[config.mk]
export PLATFORM = sky130hd
export DESIGN_NAME = act_outlier_encoder
export DESIGN_NICKNAME = d
export VERILOG_FILES = /design/src/rtl/act_outlier_encoder_pkg.sv /design/src/rtl/act_outlier_encoder_group_buf.sv /design/src/rtl/act_outlier_encoder.sv
export SDC_FILE = /design/constraint.sdc
export NUM_CORES = 1
export LEC_CHECK = 0
export BUFFER_PORTS_ARGS = -buffer_cell sky130_fd_sc_hd__buf_2
export CELL_PAD_IN_SITES_DETAIL_PLACEMENT = 1
export CELL_PAD_IN_SITES_GLOBAL_PLACEMENT = 2
export CORE_MARGIN = 10
export CORE_UTILIZATION = 43
export CTS_CLUSTER_DIAMETER = 150
export DETAILED_ROUTE_END_ITERATION = 8
export GPL_TIMING_DRIVEN = 0
export PLACE_DENSITY_LB_ADDON = 0.1
export REMOVE_ABC_BUFFERS = 1
export SYNTH_ARGS = -nofsm -noshare
export SYNTH_HDL_FRONTEND = slang
export SYNTH_SLANG_ARGS = --single-unit
[constraint.sdc]
create_clock -name clk -period 19.85 [get_ports clk]
set_input_delay 3.97 -clock clk [delete_from_list [all_inputs] [get_ports clk]]
set_output_delay 3.97 -clock clk [all_outputs]
set_load 0.1 [all_outputs]
[src/rtl/act_outlier_encoder_pkg.sv]
// ----------------------------------------------------------------------------
// act_outlier_encoder_pkg
// Shared definitions for the activation outlier encoder:
//   - enc_state_e : encoder FSM states
//   - DATA_W      : activation / output word width
//   - MASK_LSB, KEPT_LSB, CLMP_LSB : header word field offsets
//   - CNT_W       : width of the per-group kept / clamped header fields
//   - STAT_W      : width of the saturating clamp statistic
//   - abs33()     : magnitude of a signed word, one bit wider so -2^31 fits
//   - sat_inc()   : saturating increment for the statistic counter
// ----------------------------------------------------------------------------
package act_outlier_encoder_pkg;

  typedef enum logic [1:0] {
    ST_COLLECT = 2'd0,
    ST_HEADER  = 2'd1,
    ST_EMIT    = 2'd2
  } enc_state_e;

  localparam int DATA_W   = 32;
  localparam int MASK_LSB = 0;
  localparam int KEPT_LSB = 16;
  localparam int CLMP_LSB = 24;
  localparam int CNT_W    = 8;
  localparam int STAT_W   = 16;

  // Magnitude in DATA_W+1 bits: the most negative input maps to +2^31.
  function automatic logic [DATA_W:0] abs33(input logic [DATA_W-1:0] v);
    logic [DATA_W:0] ext;
    ext = {v[DATA_W-1], v};
    if (v[DATA_W-1]) begin
      abs33 = {(DATA_W+1){1'b0}} - ext;
    end else begin
      abs33 = ext;
    end
  endfunction

  // Increment that sticks at all-ones instead of wrapping.
  function automatic logic [STAT_W-1:0] sat_inc(input logic [STAT_W-1:0] c);
    if (c == {STAT_W{1'b1}}) begin
      sat_inc = c;
    end else begin
      sat_inc = c + {{(STAT_W-1){1'b0}}, 1'b1};
    end
  endfunction

endpackage

[src/rtl/act_outlier_encoder_group_buf.sv]
// ----------------------------------------------------------------------------
// enc_group_buf
// GROUP-entry buffer holding one group of encoded activations, each entry a
// DATA_W data word plus an ovf flag.
// Ports:
//   clk, reset        : clock, asynchronous active-high reset (clears all)
//   clr               : synchronous clear of every entry (group retired)
//   wr_en/wr_idx      : write strobe and slot index
//   wr_data/wr_ovf    : value written into the slot
//   rd_idx            : read slot index
//   rd_data/rd_ovf    : combinational read of slot rd_idx
//   ovf_vec           : ovf flags of all slots (bit i = slot i)
// Clearing on retirement means slots never written by a short (in_last)
// group read back as zero inliers.
// ----------------------------------------------------------------------------
module enc_group_buf
  import act_outlier_encoder_pkg::*;
#(
  parameter int GROUP = 8
) (
  input  logic                     clk,
  input  logic                     reset,
  input  logic                     clr,
  input  logic                     wr_en,
  input  logic [$clog2(GROUP)-1:0] wr_idx,
  input  logic [DATA_W-1:0]        wr_data,
  input  logic                     wr_ovf,
  input  logic [$clog2(GROUP)-1:0] rd_idx,
  output logic [DATA_W-1:0]        rd_data,
  output logic                     rd_ovf,
  output logic [GROUP-1:0]         ovf_vec
);

  logic [DATA_W-1:0] data_q [GROUP];
  logic [DATA_W-1:0] data_d [GROUP];
  logic [GROUP-1:0]  ovf_q;
  logic [GROUP-1:0]  ovf_d;

  // Next buffer contents: clear wins over a write.
  always_comb begin
    data_d = data_q;
    ovf_d  = ovf_q;
    if (clr) begin
      for (int i = 0; i < GROUP; i++) begin
        data_d[i] = {DATA_W{1'b0}};
      end
      ovf_d = {GROUP{1'b0}};
    end else if (wr_en) begin
      data_d[wr_idx] = wr_data;
      ovf_d[wr_idx]  = wr_ovf;
    end else begin
      ovf_d = ovf_q;
    end
  end

  // Buffer storage with asynchronous clear.
  always_ff @(posedge clk or posedge reset) begin
    if (reset) begin
      for (int i = 0; i < GROUP; i++) begin
        data_q[i] <= {DATA_W{1'b0}};
      end
      ovf_q <= {GROUP{1'b0}};
    end else begin
      for (int i = 0; i < GROUP; i++) begin
        data_q[i] <= data_d[i];
      end
      ovf_q <= ovf_d;
    end
  end

  assign rd_data = data_q[rd_idx];
  assign rd_ovf  = ovf_q[rd_idx];
  assign ovf_vec = ovf_q;

endmodule

[src/rtl/act_outlier_encoder.sv]
// ----------------------------------------------------------------------------
// act_outlier_encoder
// Collects activations into groups of GROUP, keeps at most min(m, MMAX)
// outliers (|x| > threshold) per group at full precision and clamps the rest
// to +/-threshold, then streams a header word followed by the GROUP slots.
// Ports:
//   clk, reset           : clock, asynchronous active-high reset
//   in_valid/in_ready    : input handshake (ready only while collecting)
//   in_data, in_last     : signed activation, last activation of the tile
//   threshold, m         : magnitude threshold and outlier budget, sampled on
//                          the first beat of each group
//   out_valid/out_ready  : output handshake
//   out_hdr, out_data    : header flag and header word / encoded activation
//   out_ovf, out_last    : slot kept as outlier, final beat of a tile
//   stat_clamped         : saturating count of clamped outliers since reset
// Header word: [GROUP-1:0] ovf mask, [23:16] kept count, [31:24] clamp count.
// ----------------------------------------------------------------------------
module act_outlier_encoder
  import act_outlier_encoder_pkg::*;
#(
  parameter int GROUP = 8,
  parameter int MMAX  = 4
) (
  input  logic                       clk,
  input  logic                       reset,
  input  logic                       in_valid,
  output logic                       in_ready,
  input  logic [DATA_W-1:0]          in_data,
  input  logic                       in_last,
  input  logic [DATA_W-1:0]          threshold,
  input  logic [$clog2(MMAX+1)-1:0]  m,
  output logic                       out_valid,
  input  logic                       out_ready,
  output logic                       out_hdr,
  output logic [DATA_W-1:0]          out_data,
  output logic                       out_ovf,
  output logic                       out_last,
  output logic [STAT_W-1:0]          stat_clamped
);

  localparam int IW = $clog2(GROUP);
  localparam int RW = IW + 1;          // read index must reach GROUP
  localparam int MW = $clog2(MMAX + 1);

  enc_state_e        state_q, state_d;
  logic [IW-1:0]     idx_q, idx_d;
  logic [RW-1:0]     rd_idx_q, rd_idx_d;
  logic [DATA_W-1:0] thr_q, thr_d;
  logic [MW-1:0]     m_q, m_d;
  logic [CNT_W-1:0]  kept_q, kept_d;
  logic [CNT_W-1:0]  clmp_q, clmp_d;
  logic              last_q, last_d;
  logic [STAT_W-1:0] stat_q, stat_d;
  logic              in_ready_q, in_ready_d;
  logic              out_valid_q, out_valid_d;
  logic              out_hdr_q, out_hdr_d;
  logic [DATA_W-1:0] out_data_q, out_data_d;
  logic              out_ovf_q, out_ovf_d;
  logic              out_last_q, out_last_d;

  logic              accept;
  logic              first_beat;
  logic              close_grp;
  logic              is_outlier;
  logic              keep_ovf;
  logic              do_clamp;
  logic [DATA_W-1:0] thr_eff;
  logic [MW-1:0]     m_eff;
  logic [MW-1:0]     m_lim;
  logic [DATA_W:0]   mag;
  logic [DATA_W-1:0] clamp_val;
  logic [DATA_W-1:0] wr_data;
  logic [CNT_W-1:0]  hdr_kept;
  logic [CNT_W-1:0]  hdr_clmp;
  logic [GROUP-1:0]  hdr_mask;
  logic [DATA_W-1:0] hdr_word;

  logic              buf_wr;
  logic              buf_clr;
  logic [DATA_W-1:0] buf_rd_data;
  logic              buf_rd_ovf;
  logic [GROUP-1:0]  buf_ovf_vec;

  enc_group_buf #(
    .GROUP (GROUP)
  ) u_buf (
    .clk     (clk),
    .reset   (reset),
    .clr     (buf_clr),
    .wr_en   (buf_wr),
    .wr_idx  (idx_q),
    .wr_data (wr_data),
    .wr_ovf  (keep_ovf),
    .rd_idx  (rd_idx_q[IW-1:0]),
    .rd_data (buf_rd_data),
    .rd_ovf  (buf_rd_ovf),
    .ovf_vec (buf_ovf_vec)
  );

  // Classify the incoming beat and build the header it would close with.
  always_comb begin
    accept     = in_valid && (state_q == ST_COLLECT);
    first_beat = (idx_q == {IW{1'b0}});
    // The first beat uses the live inputs; later beats the latched copy.
    if (first_beat) begin
      thr_eff = threshold;
      m_eff   = m;
    end else begin
      thr_eff = thr_q;
      m_eff   = m_q;
    end
    if (m_eff > MW'(MMAX)) begin
      m_lim = MW'(MMAX);
    end else begin
      m_lim = m_eff;
    end
    mag        = abs33(in_data);
    is_outlier = (mag > {1'b0, thr_eff});
    keep_ovf   = is_outlier && (kept_q < {{(CNT_W-MW){1'b0}}, m_lim});
    do_clamp   = is_outlier && !keep_ovf;
    if (in_data[DATA_W-1]) begin
      clamp_val = {DATA_W{1'b0}} - thr_eff;
    end else begin
      clamp_val = thr_eff;
    end
    if (do_clamp) begin
      wr_data = clamp_val;
    end else begin
      wr_data = in_data;
    end
    close_grp = accept && (in_last || (idx_q == IW'(GROUP-1)));
    hdr_kept  = kept_q + {{(CNT_W-1){1'b0}}, keep_ovf};
    hdr_clmp  = clmp_q + {{(CNT_W-1){1'b0}}, do_clamp};
    hdr_mask  = buf_ovf_vec | ({{(GROUP-1){1'b0}}, keep_ovf} << idx_q);
    hdr_word  = {DATA_W{1'b0}};
    hdr_word[MASK_LSB +: GROUP] = hdr_mask;
    hdr_word[KEPT_LSB +: CNT_W] = hdr_kept;
    hdr_word[CLMP_LSB +: CNT_W] = hdr_clmp;
  end

  // FSM next state, buffer control and next output register values.
  always_comb begin
    state_d     = state_q;
    idx_d       = idx_q;
    rd_idx_d    = rd_idx_q;
    thr_d       = thr_q;
    m_d         = m_q;
    kept_d      = kept_q;
    clmp_d      = clmp_q;
    last_d      = last_q;
    stat_d      = stat_q;
    out_valid_d = out_valid_q;
    out_hdr_d   = out_hdr_q;
    out_data_d  = out_data_q;
    out_ovf_d   = out_ovf_q;
    out_last_d  = out_last_q;
    buf_wr      = 1'b0;
    buf_clr     = 1'b0;

    case (state_q)
      ST_COLLECT: begin
        if (accept) begin
          buf_wr = 1'b1;
          thr_d  = thr_eff;
          m_d    = m_eff;
          kept_d = hdr_kept;
          clmp_d = hdr_clmp;
          if (do_clamp) begin
            stat_d = sat_inc(stat_q);
          end else begin
            stat_d = stat_q;
          end
          if (close_grp) begin
            state_d     = ST_HEADER;
            idx_d       = {IW{1'b0}};
            last_d      = in_last;
            out_valid_d = 1'b1;
            out_hdr_d   = 1'b1;
            out_data_d  = hdr_word;
            out_ovf_d   = 1'b0;
            out_last_d  = 1'b0;
          end else begin
            idx_d = idx_q + IW'(1);
          end
        end else begin
          state_d = ST_COLLECT;
        end
      end

      ST_HEADER: begin
        if (out_ready) begin
          state_d    = ST_EMIT;
          out_hdr_d  = 1'b0;
          out_data_d = buf_rd_data;
          out_ovf_d  = buf_rd_ovf;
          out_last_d = last_q && (rd_idx_q == RW'(GROUP-1));
          rd_idx_d   = rd_idx_q + RW'(1);
        end else begin
          state_d = ST_HEADER;
        end
      end

      ST_EMIT: begin
        if (out_ready) begin
          // rd_idx_q == GROUP means slot GROUP-1 is the beat just accepted.
          if (rd_idx_q == RW'(GROUP)) begin
            state_d     = ST_COLLECT;
            rd_idx_d    = {RW{1'b0}};
            kept_d      = {CNT_W{1'b0}};
            clmp_d      = {CNT_W{1'b0}};
            last_d      = 1'b0;
            buf_clr     = 1'b1;
            out_valid_d = 1'b0;
            out_hdr_d   = 1'b0;
            out_data_d  = {DATA_W{1'b0}};
            out_ovf_d   = 1'b0;
            out_last_d  = 1'b0;
          end else begin
            out_data_d = buf_rd_data;
            out_ovf_d  = buf_rd_ovf;
            out_last_d = last_q && (rd_idx_q == RW'(GROUP-1));
            rd_idx_d   = rd_idx_q + RW'(1);
          end
        end else begin
          state_d = ST_EMIT;
        end
      end

      default: begin
        state_d     = ST_COLLECT;
        idx_d       = {IW{1'b0}};
        rd_idx_d    = {RW{1'b0}};
        buf_clr     = 1'b1;
        out_valid_d = 1'b0;
      end
    endcase

    in_ready_d = (state_d == ST_COLLECT);
  end

  // State, group bookkeeping and registered outputs.
  always_ff @(posedge clk or posedge reset) begin
    if (reset) begin
      state_q     <= ST_COLLECT;
      idx_q       <= {IW{1'b0}};
      rd_idx_q    <= {RW{1'b0}};
      thr_q       <= {DATA_W{1'b0}};
      m_q         <= {MW{1'b0}};
      kept_q      <= {CNT_W{1'b0}};
      clmp_q      <= {CNT_W{1'b0}};
      last_q      <= 1'b0;
      stat_q      <= {STAT_W{1'b0}};
      in_ready_q  <= 1'b1;
      out_valid_q <= 1'b0;
      out_hdr_q   <= 1'b0;
      out_data_q  <= {DATA_W{1'b0}};
      out_ovf_q   <= 1'b0;
      out_last_q  <= 1'b0;
    end else begin
      state_q     <= state_d;
      idx_q       <= idx_d;
      rd_idx_q    <= rd_idx_d;
      thr_q       <= thr_d;
      m_q         <= m_d;
      kept_q      <= kept_d;
      clmp_q      <= clmp_d;
      last_q      <= last_d;
      stat_q      <= stat_d;
      in_ready_q  <= in_ready_d;
      out_valid_q <= out_valid_d;
      out_hdr_q   <= out_hdr_d;
      out_data_q  <= out_data_d;
      out_ovf_q   <= out_ovf_d;
      out_last_q  <= out_last_d;
    end
  end

  assign in_ready     = in_ready_q;
  assign out_valid    = out_valid_q;
  assign out_hdr      = out_hdr_q;
  assign out_data     = out_data_q;
  assign out_ovf      = out_ovf_q;
  assign out_last     = out_last_q;
  assign stat_clamped = stat_q;

endmodule

Yosys cells after proc, flatten, opt, wreduce, memory -nomap -nowiden
Cells that the tools add are included.
{ "classes": {"bitwise": 7, "n_lt_le_gt_ge": 9, "addsub": 7, "n_eq_ne": 11, "muxes": 71, "reduce_logical": 26, "shift": 1} }
{ "op_table": {"columns": ["op", "count"], "rows": [
  ["two-way mux 256 bit", 2],
  ["two-way mux 32 bit", 11],
  ["bitwise mux 256 bit", 1],
  ["binary-select mux 32 bit (select 3 bit)", 1],
  ["demux 32 bit (select 3 bit)", 1],
  ["case mux 32 bit (3 select lines)", 1],
  ["two-way mux 8 bit", 6],
  ["> comparator 33 x 32 -> 1 bit", 1],
  ["two-way mux 33 bit", 1],
  ["subtractor 1 x 32 -> 33 bit, first input constant", 1],
  ["case mux 8 bit (2 select lines)", 2],
  ["subtractor 1 x 32 -> 32 bit, first input constant", 1],
  ["two-way mux 1 bit", 21],
  ["adder 16 x 1 -> 16 bit, second input constant", 1],
  ["adder 8 x 1 -> 8 bit", 2],
  ["equality test 16 bit, second input constant", 1],
  ["AND reduction 5 bit", 3],
  ["two-way mux 3 bit", 4],
  ["two-way mux 4 bit", 3],
  ["case mux 1 bit (3 select lines)", 4],
  ["case mux 4 bit (3 select lines)", 1],
  ["two-way mux 2 bit", 5],
  ["inequality test 2 bit, second input constant", 5],
  ["bitwise mux 8 bit", 1],
  ["34 further kinds", 52]
]} }
{ "totals": {"inputBits": 72, "output_inout_bits": 53, "ff_bits": 378, "wordCells": 156} }

Logic depth before layout (Yosys ltp)
{ "depth": {"ltp_word": 12, "mapped_depth": 25} }

Cells and area by module
Synthesis repeated with hierarchy kept, for this count alone.
{ "hier_totals": {"hier_cells": 2255, "hier_area_um2": 20940.1} }
{ "by_module_without_submodules": {"columns": ["module", "area_each_um2", "cells_per_inst", "instances", "seq_area_each_um2"], "rows": [
  ["enc_group_buf", 12731.0, 1315, 1, 6606.3],
  ["act_outlier_encoder", 8209.1, 940, 1, 2854.0]
]} }

Worst setup path after synthesis
No wires, ideal clock.
{ "synth_timing": {"path_kind": "input to register", "from": "input port in_data[10]", "to": "register out_data_q[30], in the netlist out_data[30]", "slack_ns": 11.067, "n_path_buf": 2, "stages": 23, "required_ns": 19.730, "t_arrival_ns": 8.662, "setup_ns": 0.120, "cell_sequence": "or4_4 -> nor3_2 -> nand4_1 -> or4_4 -> or4_4 -> o21ai_1 -> xnor2_1 -> ha_1 -> nand3_1 -> nor4_1 -> o41ai_1 -> a31oi_1 -> o21bai_1 -> buf_2 -> inv_2 -> buf_1 -> ha_1 -> ha_1 -> nand3_1 -> nor2_1 -> xnor2_1 -> o221ai_1 -> o21a_1"} }
{ "synth_via": {"elab_chain_cells": 10} }
{ "synth_rtl": {"columns": ["item", "line_no", "text"], "rows": [
  ["start, declared", "act_outlier_encoder.sv:28", "input logic [DATA_W-1:0] in_data,"],
  ["subtractor 1 x 32 -> 33 bit", "act_outlier_encoder_pkg.sv:32", "abs33 = {(DATA_W+1){1'b0}} - ext;"],
  ["two-way mux 33 bit (*)", "act_outlier_encoder_pkg.sv:31", "if (v[DATA_W-1]) begin"],
  ["> comparator 33 x 32 -> 1 bit (*)", "act_outlier_encoder.sv:118", "is_outlier = (mag > {1'b0, thr_eff});"],
  ["logical AND 1 bit", "act_outlier_encoder.sv:119", "keep_ovf = is_outlier && (kept_q < {{(CNT_W-MW){1'b0}}, m_lim});"],
  ["logical NOT 1 bit", "act_outlier_encoder.sv:120", "do_clamp = is_outlier && !keep_ovf;"],
  ["logical AND 1 bit (*)", "act_outlier_encoder.sv:120", null],
  ["adder 8 x 1 -> 8 bit (*)", "act_outlier_encoder.sv:133", "hdr_clmp = clmp_q + {{(CNT_W-1){1'b0}}, do_clamp};"],
  ["two-way mux 32 bit (*)", "act_outlier_encoder.sv:173", "if (close_grp) begin"],
  ["two-way mux 32 bit (*)", "act_outlier_encoder.sv:162", "if (accept) begin"],
  ["case mux 32 bit (3 select lines) (*)", "act_outlier_encoder.sv:160", "case (state_q)"],
  ["end signal, assigned", "act_outlier_encoder.sv:256", "out_data_q <= {DATA_W{1'b0}};"],
  ["end signal, assigned", "act_outlier_encoder.sv:272", "out_data_q <= out_data_d;"],
  ["end, declared", "act_outlier_encoder.sv:57", "logic [DATA_W-1:0] out_data_q, out_data_d;"]
]} }
Every way passes the cells marked *; elsewhere a longest branch is shown, timed or not. The select of a mux whose other input is x is not followed.
A chain may end at the register's enable or synchronous reset.

Worst setup path after layout
{ "layout_timing": {"from": "input port in_data[4]", "to": "register out_data_q[30], in the netlist out_data[30]"} }
Same word-level chain as after synthesis.

==> reports/metrics.sh <==
SLOWEST_STAGE='inv_2'
SETUP_VIOL=0
CHIPWIDTH_UM=235
IR_WORST_VDD_mV=0.141
GRT_FIRST_PASS_WIRELENGTH_MM=104
FMAX_GHz=0.0928
DETAILED_PLACER_S_ENDING_HPWL_MM=44.3
ROUTE.ANTENNA.REMAINING_NETS=0
FINISH.UTILIZATION_PCT=50.4
CP_CELL_SEQUENCE='buf_2, or4_4, nor4_1, nand3_1, nor4_1, nand2_1, o31ai_1, xnor2_1, ha_1, nand4_1, nor4_1, o41ai_1, a31oi_1, o21bai_4, inv_2, ha_1, ha_1, nand3_1, nor2_1, xnor2_1, o221ai_1, o21a_1'
RUN_STATUS='finished clean'
ANTENNA_VIOLATIONS_BEFORE_REPAIR=0
AVGROUTEDWIREPERCELL_UM=25.3
CRITPATHCAPTURETYPE='flop'
DETAIL_ROUTE.FIRST_PASS.ITERATIONS=7
POWER_LEAKAGE_nW=9.78
MAIN_COMBINATIONAL_CELL_FAMILY_BY_AREA_AFTER_SYNTHESIS='compound AO/OA/AOI/OAI gates'
FILLERS=4997
FINAL_CELL_MIX='dfrtp_1 (374), nand2_1 (319), o21ai_0 (206)'
SYNTH-XOR-AREA-SHARE_PCT=3.66
MEAN_INSTANCE_SIZE_IN_THE_SYNTHESIZED_NETLIST_UM2=10.3
CRIT_REQUIRED_NS=20.31
FIN_WORST_SKEW_NS=0.0210
PATH_MAX_FANOUT=35
FLOORPLAN.INITIALDENSITY_PCT=43.6
DRT_WL_TOTAL_MM=66.6
ROWS=78
GRT_OVERFLOW=0
WORSTHOLDPATHTYPE='flop to flop'
SYNTH_ENABLE_FLOP_CELLS=0
CLKSINKCOUNT=378
SYNTH_TOP_CELL_AREA_SHARE_PCT=47.5
FINALMAXSLEWVIOLATIONS=0
SYNTH_CELL_TYPE_COUNT=71
CP_SLOWEST_STAGE_DELAY_NS=0.88
GR-MAX-USAGE-LAYER='met2'
DIE_AREA_MM2=0.0552
YS_ASYNC_SR_FRACTION_PCT=100
SYNTH-COMPOUND-AREA-SHARE_PCT=17.7
SYNTHFLOPTYPE='dfrtp_1'
MAXSLEWHEADROOM_PCT=6.40
HOLDPATHSTAGES=2
WORST_SLEW_PIN_SLEW_NS=1.40
POWERDENSITY_mW_PER_MM2=149
WORSTPATHARRIVAL_NS=11.23
FLOW.AREA_GROWTH_FROM_SYNTHESIS_PCT=15.5
GLOBALROUTEMET2UTIL_PCT=39.3
SYNTH-SIMPLE-AREA-SHARE_PCT=11.8
DESIGN.CORE.AREA_MM2=0.0456
YOSYS_WARNINGS=0
REGISTER_CLOCK_PIN_SLEW_ON_THE_REPORTED_WORST_SETUP_AND_HOLD_PATHS_NS=0.06
TIMING.FINAL.CRIT_PERIOD_NS=10.77
COMMONEST_NON_FILL_NON_TAP_CELL_IN_THE_LAYOUT='dfrtp_1'
YOSYS.AREA_SHARE.ADDER_PCT=3.15
FINAL.HOLD.WORST_SLACK_NS=0.477
REG2REGPATHDEPTH=18
NETLIST_INSTANCES=1937
PORT-BUFFER-COUNT=124
DRT_FIRST_ITER_VIOLATIONS=1069
REGAREA_MM2=0.00947
DETAIL_ROUTE.DRC_VIOLATIONS=0
POST_CTS_HOLD_BUFFER_COUNT=0
SYN-CELL-AREA_MM2=0.0199
CTS_RESIZED=0
POST_ROUTE_CELLS_DRIVE_ABOVE_1_SHARE_PCT=16.9
GRT_PASS1_VIAS=17300
SYNTH.AREA.MUX_SHARE_PCT=13.0
SYNTH.FF_LATCH_COUNT=378
DIE_H_UM=235
TRACK_USAGE_PCT=23.7
TIMING_WORST_SETUP_PATH_TYPE='input port to flop'
FINALWEIGHTEDCONGESTION=0.807
FINAL.PERIOD_UTILIZATION_PCT=54.3
DRT-VIAS-PER-INSTANCE=6.12
CTS_SETUP_BUFFERS=0
CELL_TYPE_CONTRIBUTING_THE_MOST_TOTAL_CELL_AREA_AFTER_SYNTHESIS='dfrtp_1'
DIODES=0
CLOCK_LATENCY_NS=0.58
SETUP-TNS-FINAL_NS=0
IO-PIN-COUNT=125
NUM-NETS-FINAL=2129
CTS_MADE_BUFFERS=44
USE_MET1_PCT=31.2
CP-START-KIND='input port'
MAX-CLOCK-PATH-BUFFERS=3
ROUTED-VIA-COUNT=16100
TIMING.MAX_CAP.VIOLATIONS=0
GR-USAGE-MET3_PCT=4.80
SYNTHTOPCELLSBYAREA='dfrtp_1 (47%), mux4_2 (7.5%), nand2_1 (6.1%)'
FINALHOLDVIOLCOUNT=0
CLOCKROOTBUFFER='clkbuf_16'
NUMBER_OF_H_TREE_LEVELS=2
CTS_TREE='yes'
GRT_SETUP_UNREPAIRED='no'
REGISTER_AREA_SHARE_AFTER_SYNTHESIS_PCT=47.6
GRT_START_MAX_NET_PINS=122
MULTI_INPUT_AREA_MM2=0.00994
cells by family (layout without fill, tap and decap cells):
logic type / Yosys count / after routing
XOR/XNOR: 83 / 83
buffers and inverters: 155 / 255
AND/OR/NAND/NOR: 527 / 527
flip-flops: 378 / 378
multiplexers: 173 / 173
AO/OA/AOI/OAI: 571 / 571
adder cells (fa/ha/maj): 50 / 50
final timing paths:
path	from	end	slack (ns)
worst max-delay path	in_data[4]	out_data[30]	9.08
worst min-delay path	out_data[8]	out_data[8]	0.48
max in group asynchronous	reset	u_buf.data_q[122]	14.48
worst max register to register	idx_q[0]	out_data[30]	12.66
worst min register to register	out_data[8]	out_data[8]	0.48
min in group asynchronous	reset	stat_clamped[10]	3.58
synth_stat cells (18+ instances only):
| library cell | number |
|---|---|
| a21oi_1 | 33 |
| a32oi_1 | 64 |
| clkbuf_1 | 99 |
| dfrtp_1 | 377 |
| ha_1 | 50 |
| inv_1 | 26 |
| mux2i_1 | 92 |
| mux4_2 | 66 |
| nand2_1 | 323 |
| nand3_1 | 31 |
| nor2_1 | 72 |
| nor3_1 | 21 |
| o21a_1 | 18 |
| o21ai_0 | 207 |
| o21ai_1 | 139 |
| o31ai_1 | 25 |
| xnor2_1 | 58 |
| xor2_1 | 25 |
flip-flops by register name (all words and copies together) (netlist names), 4 cells and up:
register / flops
out_data: 32
rd_idx_q: 4
thr_q: 32
u_buf.ovf_vec: 8
kept_q: 8
clmp_q: 8
u_buf.data_q: 256
stat_clamped: 16
final cells by class:
class	instances	area share, %
Clock buffer	65	5.80
Timing Repair Buffer	151	5.34
Tap cell	600	3.27
Sequential cell	378	41.3
Inverter	28	0.491
Multi-Input combinational cell	1404	43.3
Clock inverter	11	0.529
worst max-delay path, delay by kind of cell:
family | cells | cell delay (ns)
adder cells (fa/ha/maj) | 3 | 0.92
AO/OA/AOI/OAI | 6 | 1.82
XOR/XNOR | 2 | 0.27
AND/OR/NAND/NOR | 9 | 3.14
buffers and inverters | 2 | 1.01
power by group:
group | switching [W] | internal, W | total [W]
clock | 0.000332 | 0.000488 | 0.000820
sequential | 0.000110 | 0.000909 | 0.00102
combinational | 0.00110 | 0.000482 | 0.00158
layer usage:
layer | wire [um] | vias to the layer above
li1 | - | 7254
met1 | 29100 | 8381
met2 | 32200 | 426
met3 | 3990 | 85
met4 | 1360 | 0
met5 | 0 | -
metrics by stage:
step / cell area [um^2] / setup WS [ns] / power, W / instances
floorplan: 19400 / 5.38 / 0.00199 / 1810
global placement: 20700 / 0.838 / 0.00246 / 2534
detailed placement: 21500 / 8.34 / 0.00262 / 2560
CTS: 22900 / 8.96 / 0.00345 / 2636
global route: 23000 / 8.68 / 0.00361 / 2637
finish: 23000 / 9.08 / 0.00342 / 2637
Note: power is estimated with default switching activity, not from simulation.
